`src/rtl/failed_clause_counter_pkg.sv`:
```
// Shared widths and FSM encoding for the failed-clause scan stage.
// COUNT_WIDTH must track calculateProbability's in_u/in_v width.
package failed_clause_counter_pkg;

  localparam int unsigned MAX_BIT_WIDTH_OF_CLAUSES_INDEX = 3;
  localparam int unsigned COUNT_WIDTH = MAX_BIT_WIDTH_OF_CLAUSES_INDEX + 1;

  typedef enum logic [1:0] {
    IDLE  = 2'd0,
    SCAN  = 2'd1,
    DRAIN = 2'd2,
    DONE  = 2'd3
  } state_t;

endpackage

```
`src/rtl/clause_fail_accumulator.sv`:
```
// Counts evaluator results that report an unsatisfied clause.
// The register doubles as the externally visible failure count.
module clause_fail_accumulator
  import failed_clause_counter_pkg::*;
(
  input  logic                   clk,
  input  logic                   reset,
  input  logic                   clear,
  input  logic                   sample,
  input  logic                   sat,
  output logic [COUNT_WIDTH-1:0] count
);

  always_ff @(posedge clk) begin
    if (reset || clear) begin
      count <= '0;
    end else if (sample && !sat) begin
      count <= count + COUNT_WIDTH'(1);
    end
  end

endmodule

```
`src/rtl/failed_clause_counter.sv`:
```
// Scans clauses 0..N-1 once per proposal and counts failures under the
// current (u) and proposed (v) assignments for calculateProbability.
module failed_clause_counter
  import failed_clause_counter_pkg::*;
(
  input  logic                   in_clock,
  input  logic                   in_reset,
  input  logic                   in_start,
  input  logic [COUNT_WIDTH-1:0] in_clause_count,
  input  logic                   in_clause_sat_current,
  input  logic                   in_clause_sat_proposed,
  output logic [COUNT_WIDTH-1:0] out_clause_index,
  output logic                   out_index_valid,
  output logic                   out_busy,
  output logic                   out_done,
  output logic [COUNT_WIDTH-1:0] out_u,
  output logic [COUNT_WIDTH-1:0] out_v
);

  state_t                 state;
  logic [COUNT_WIDTH-1:0] last_index;
  logic                   sample_en;
  logic                   start_accept;

  assign start_accept = (state == IDLE) && in_start;

  // Sat inputs lag the issued index by one cycle, so the sampling
  // enable is simply the index-valid flag delayed by one cycle.
  always_ff @(posedge in_clock) begin
    if (in_reset) begin
      state            <= IDLE;
      out_clause_index <= '0;
      out_index_valid  <= 1'b0;
      out_busy         <= 1'b0;
      out_done         <= 1'b0;
      last_index       <= '0;
      sample_en        <= 1'b0;
    end else begin
      out_done  <= 1'b0;
      sample_en <= out_index_valid;
      case (state)
        IDLE: begin
          if (in_start) begin
            if (in_clause_count != '0) begin
              state            <= SCAN;
              out_clause_index <= '0;
              out_index_valid  <= 1'b1;
              out_busy         <= 1'b1;
              last_index       <= in_clause_count - COUNT_WIDTH'(1);
            end else begin
              state    <= DONE;
              out_done <= 1'b1;
            end
          end
        end
        SCAN: begin
          if (out_clause_index == last_index) begin
            state           <= DRAIN;
            out_index_valid <= 1'b0;
          end else begin
            out_clause_index <= out_clause_index + COUNT_WIDTH'(1);
          end
        end
        DRAIN: begin
          state    <= DONE;
          out_busy <= 1'b0;
          out_done <= 1'b1;
        end
        DONE: begin
          state <= IDLE;
        end
        default: begin
          state <= IDLE;
        end
      endcase
    end
  end

  clause_fail_accumulator u_acc_u (
    .clk    (in_clock),
    .reset  (in_reset),
    .clear  (start_accept),
    .sample (sample_en),
    .sat    (in_clause_sat_current),
    .count  (out_u)
  );

  clause_fail_accumulator u_acc_v (
    .clk    (in_clock),
    .reset  (in_reset),
    .clear  (start_accept),
    .sample (sample_en),
    .sat    (in_clause_sat_proposed),
    .count  (out_v)
  );

endmodule

```
`config.mk`:
```
export PLATFORM = sky130hd
export DESIGN_NAME = failed_clause_counter
export DESIGN_NICKNAME = d
export VERILOG_FILES = /design/src/rtl/failed_clause_counter_pkg.sv /design/src/rtl/clause_fail_accumulator.sv /design/src/rtl/failed_clause_counter.sv
export SDC_FILE = /design/constraint.sdc
export NUM_CORES = 1
export LEC_CHECK = 0
export CAP_MARGIN = 20
export CORE_UTILIZATION = 44
export DETAILED_ROUTE_END_ITERATION = 6
export PLACE_DENSITY = 0.73
export REMOVE_ABC_BUFFERS = 1
export SYNTH_ARGS = -nofsm -noshare
export SYNTH_HDL_FRONTEND = slang
export SYNTH_SLANG_ARGS = --single-unit
export TNS_END_PERCENT = 1
```
`constraint.sdc`:
```
create_clock -name in_clock -period 1.5 [get_ports in_clock]
set_clock_uncertainty 0.05 [all_clocks]
set_input_delay 0.3 -clock in_clock [delete_from_list [all_inputs] [get_ports in_clock]]
set_output_delay 0.3 -clock in_clock [all_outputs]
set_load 0.005 [all_outputs]
```
==> flow_metrics.py <==
metrics = {
    "synthesis": {
        "syn_inst": 120,
        "synthDistinctLibCells": 33,
        "syn-cell-area_sq_um": 1110,
        "yosysWarningCount": 0,
        "avgSynthCellArea_sq_um": 9.28,
        "synth_edf_count": 0,
        "yosys_most_used_dff": "dfxtp_1",
        "ys_seq_area_share_pct": 39.6,
        "synthArstFlopShare_pct": 0,
        "ys_ff_latch": 22,
    },
    "sta": {
        "max-slew-margin-rel_pct": 78.2,
        "fin_setup_tns_ns": -0.459,
        "rsz0062_at_grt": "true",
        "fin_crit_ns": 1.61,
        "hold_viol": 0,
        "fin_ws_ns": -0.109,
        "setup_viol": 6,
        "post-route-period-util_pct": 107,
        "worstMarginPinSlew_ns": 0.327,
        "slew_viol_final": 0,
        "hold_ws_ns": 0.253,
        "fmax_mhz": 621,
    },
    "route": {
        "routedWlPerCell_microns": 14.0,
        "dr.first_iter.drc_count": 15,
        "vias": 1087,
        "detail-route-antenna-nets": 0,
        "vias_per_cell": 5.38,
        "drt-total-wl_microns": 2820,
        "route.detailed.drc": 0,
        "firstDrtPassIters": 4,
    },
    "setup_path": {
        "r2r_cells": 6,
        "r2r_slack_ns": -0.08,
        "cp-start-kind": "primary input",
        "worstSetupEndpointType": "register",
        "reg2reg_from": "state[1]",
        "cp.arrival_ns": 1.80,
        "worst-path-max-fanout": 4,
        "required_ns": 1.69,
        "regToRegEndpoint": "out_clause_index[1]",
        "worstSetupPathType": "primary input to register",
    },
    "layout": {
        "drive_above_1_share_pct": 39.7,
        "mostFrequentLayoutCell": "buf_4",
        "final_cell_mix": "buf_4 (27), nor2_1 (17), dfxtp_2 (14), dlygate4sd2_1 (14), inv_1 (7)",
        "diodes": 0,
        "nets": 191,
        "fin_util_pct": 77.1,
        "final_cell_area_sq_um": 1770,
        "area_delta_synth_final_pct": 59.1,
    },
    "cts": {
        "cts_tree": "built",
        "clk_path_buf_depth": 2,
        "cts_buffers": 3,
        "clock_latency_ns": 0.30,
        "cts_sinks": 22,
        "cts.htree.levels": 1,
        "clock_tree.root_cell": "clkbuf_4",
        "ctsHoldBuffers": 0,
        "clkTransAtPathRegs_ns": 0.13,
    },
    "pwr": {
        "power.total_mw": 2.23,
        "switching_share_pct": 33.5,
        "combPwrFrac_pct": 46.0,
        "clockPowerShare_pct": 20.3,
        "switchingPower_mw": 0.747,
        "peakVddDrop_mv": 0.973,
        "p_leak_nw": 0.808,
        "p_int_mw": 1.48,
        "power_density_nw_per_um2": 1260,
        "sequentialPowerShare_pct": 33.7,
    },
    "place": {
        "dp.final_hpwl_microns": 2060,
        "gp_congestion": 0.845,
        "numPortBuffers": 23,
        "placed_area_sq_um": 1550,
    },
    "job": {
        "cap_viol_max_count": 0,
    },
    "floorplanning": {
        "die_h_microns": 52.3,
        "die-width_microns": 52.3,
        "initial_core_util_pct": 48.5,
        "coreArea_sq_um": 2300,
        "rows": 17,
        "io_pins": 24,
        "dieArea_sq_um": 2740,
    },
    "grt": {
        "antenna_found_initial": 0,
        "grt_usage_pct": 22.7,
        "first_global_vias": 1028,
        "grt_pass1_wl_microns": 4460,
        "grt_max_degree": 14,
        "gr-total-overflow": 0,
    },
    "worst_hold_path": {
        "min_to": "last_index[0]",
        "min-delay-start": "in_clause_count[0]",
        "hold_path_class": "primary input to register",
        "whs_path_depth": 3,
    },
    "status": {
        "violations": "setup timing",
        "outcome": "finished, violations left",
    },
}
## through the flow
step | std cells | worst slack [ns]
after floorplan | 119 | -0.0126
after global placement | 193 | -0.490
after detailed placement | 193 | -0.522
after CTS | 201 | -0.136
after global routing | 202 | -0.144
final | 202 | -0.109
## kinds of logic (layout without fill, tap and decap cells)
kind of cell	count (synthesis)	count (layout)	synth area share (%)
and+or+nand+nor	44	44	19.8
AOI/OAI and AO/OA	23	23	15.5
DFF	22	22	39.6
xor gates and xnor gates	12	12	12.1
buffers and inverters	10	64	3.37
adders and majority gates	7	7	7.86
muxes	2	2	1.80
## critical path, stage by stage
cell and delay, ns:
clkdlybuf4s50_1 0.50, and4bb_2 0.39, nor2_2 0.08, a311o_1 0.39
o21ai_1 0.15
## Yosys cell counts (3+ instances only)
library cell   n  share of area (%)
o21ai_1        3                1.3
inv_1          9                3.0
nand2_1        6                2.0
xnor2_1        3                2.4
xor2_1         5                3.9
ha_1           7                7.9
nand4_1        3                1.7
a211oi_1       4                2.7
nor2b_1        4                2.2
nand3_1        3                1.3
a21oi_1        3                1.3
a31o_1         4                3.1
dfxtp_1       22                 40
nor3_1         3                1.3
xnor2_2        4                5.8
nor2_1        18                6.1
## worst max-delay path by stage
stage / start / end / slack [ns]
3_3_place_gp: in_clause_count[0] / out_clause_index[1] / -0.49
3_5_place_dp: in_clause_count[0] / out_clause_index[3] / -0.52
5_1_grt: state[1] / out_clause_index[3] / -0.14
6_report: in_clause_count[3] / out_clause_index[1] / -0.11
4_1_cts: in_clause_count[0] / out_clause_index[2] / -0.14
2_1_floorplan: state[0] / out_clause_index[3] / -0.01
## power groups by stage
stage / Clock (mW) / Sequential, mW / Combinational [mW]
final: 0.453 / 0.750 / 1.03
after global routing: 0.481 / 0.760 / 1.10
after CTS: 0.470 / 0.727 / 0.882
after detailed placement: 0 / 0.744 / 0.825
after global placement: 0 / 0.741 / 0.794
after floorplan: 0 / 0.736 / 0.437
## state kept, by name (all words and copies together), names as in the netlist
name,cells
last_index,4
out_busy,1
out_clause_index,4
out_done,1
out_index_valid,1
sample_en,1
state,2
u_acc_u.count,4
u_acc_v.count,4
## routing by layer
metal | wire (microns) | GRT usage, % | vias to the layer above
met5 | 0 | 0 | -
met4 | 18 | 9.21 | 0
met3 | 116 | 2.61 | 4
met2 | 1440 | 43.0 | 38
met1 | 1250 | 25.2 | 511
li1 | - | - | 534
## layout make-up
cell class / instances / area, sq um
Fill cell: 162 / 526
Clock buffer: 3 / 22.5
Clock inverter: 1 / 30.0
Sequential cell: 22 / 465
Tap cell: 28 / 35.0
Multi-Input combinational cell: 88 / 748
Inverter: 9 / 33.8
Timing Repair Buffer: 51 / 437
## timing repair
item	CTS	global route
gates resized for setup	38	19
setup buffers	4	2
endpoints found under the setup margin	24	12
endpoints found under the hold margin	0	0
pin swaps	1	6
(Power assumes the default switching activity.)
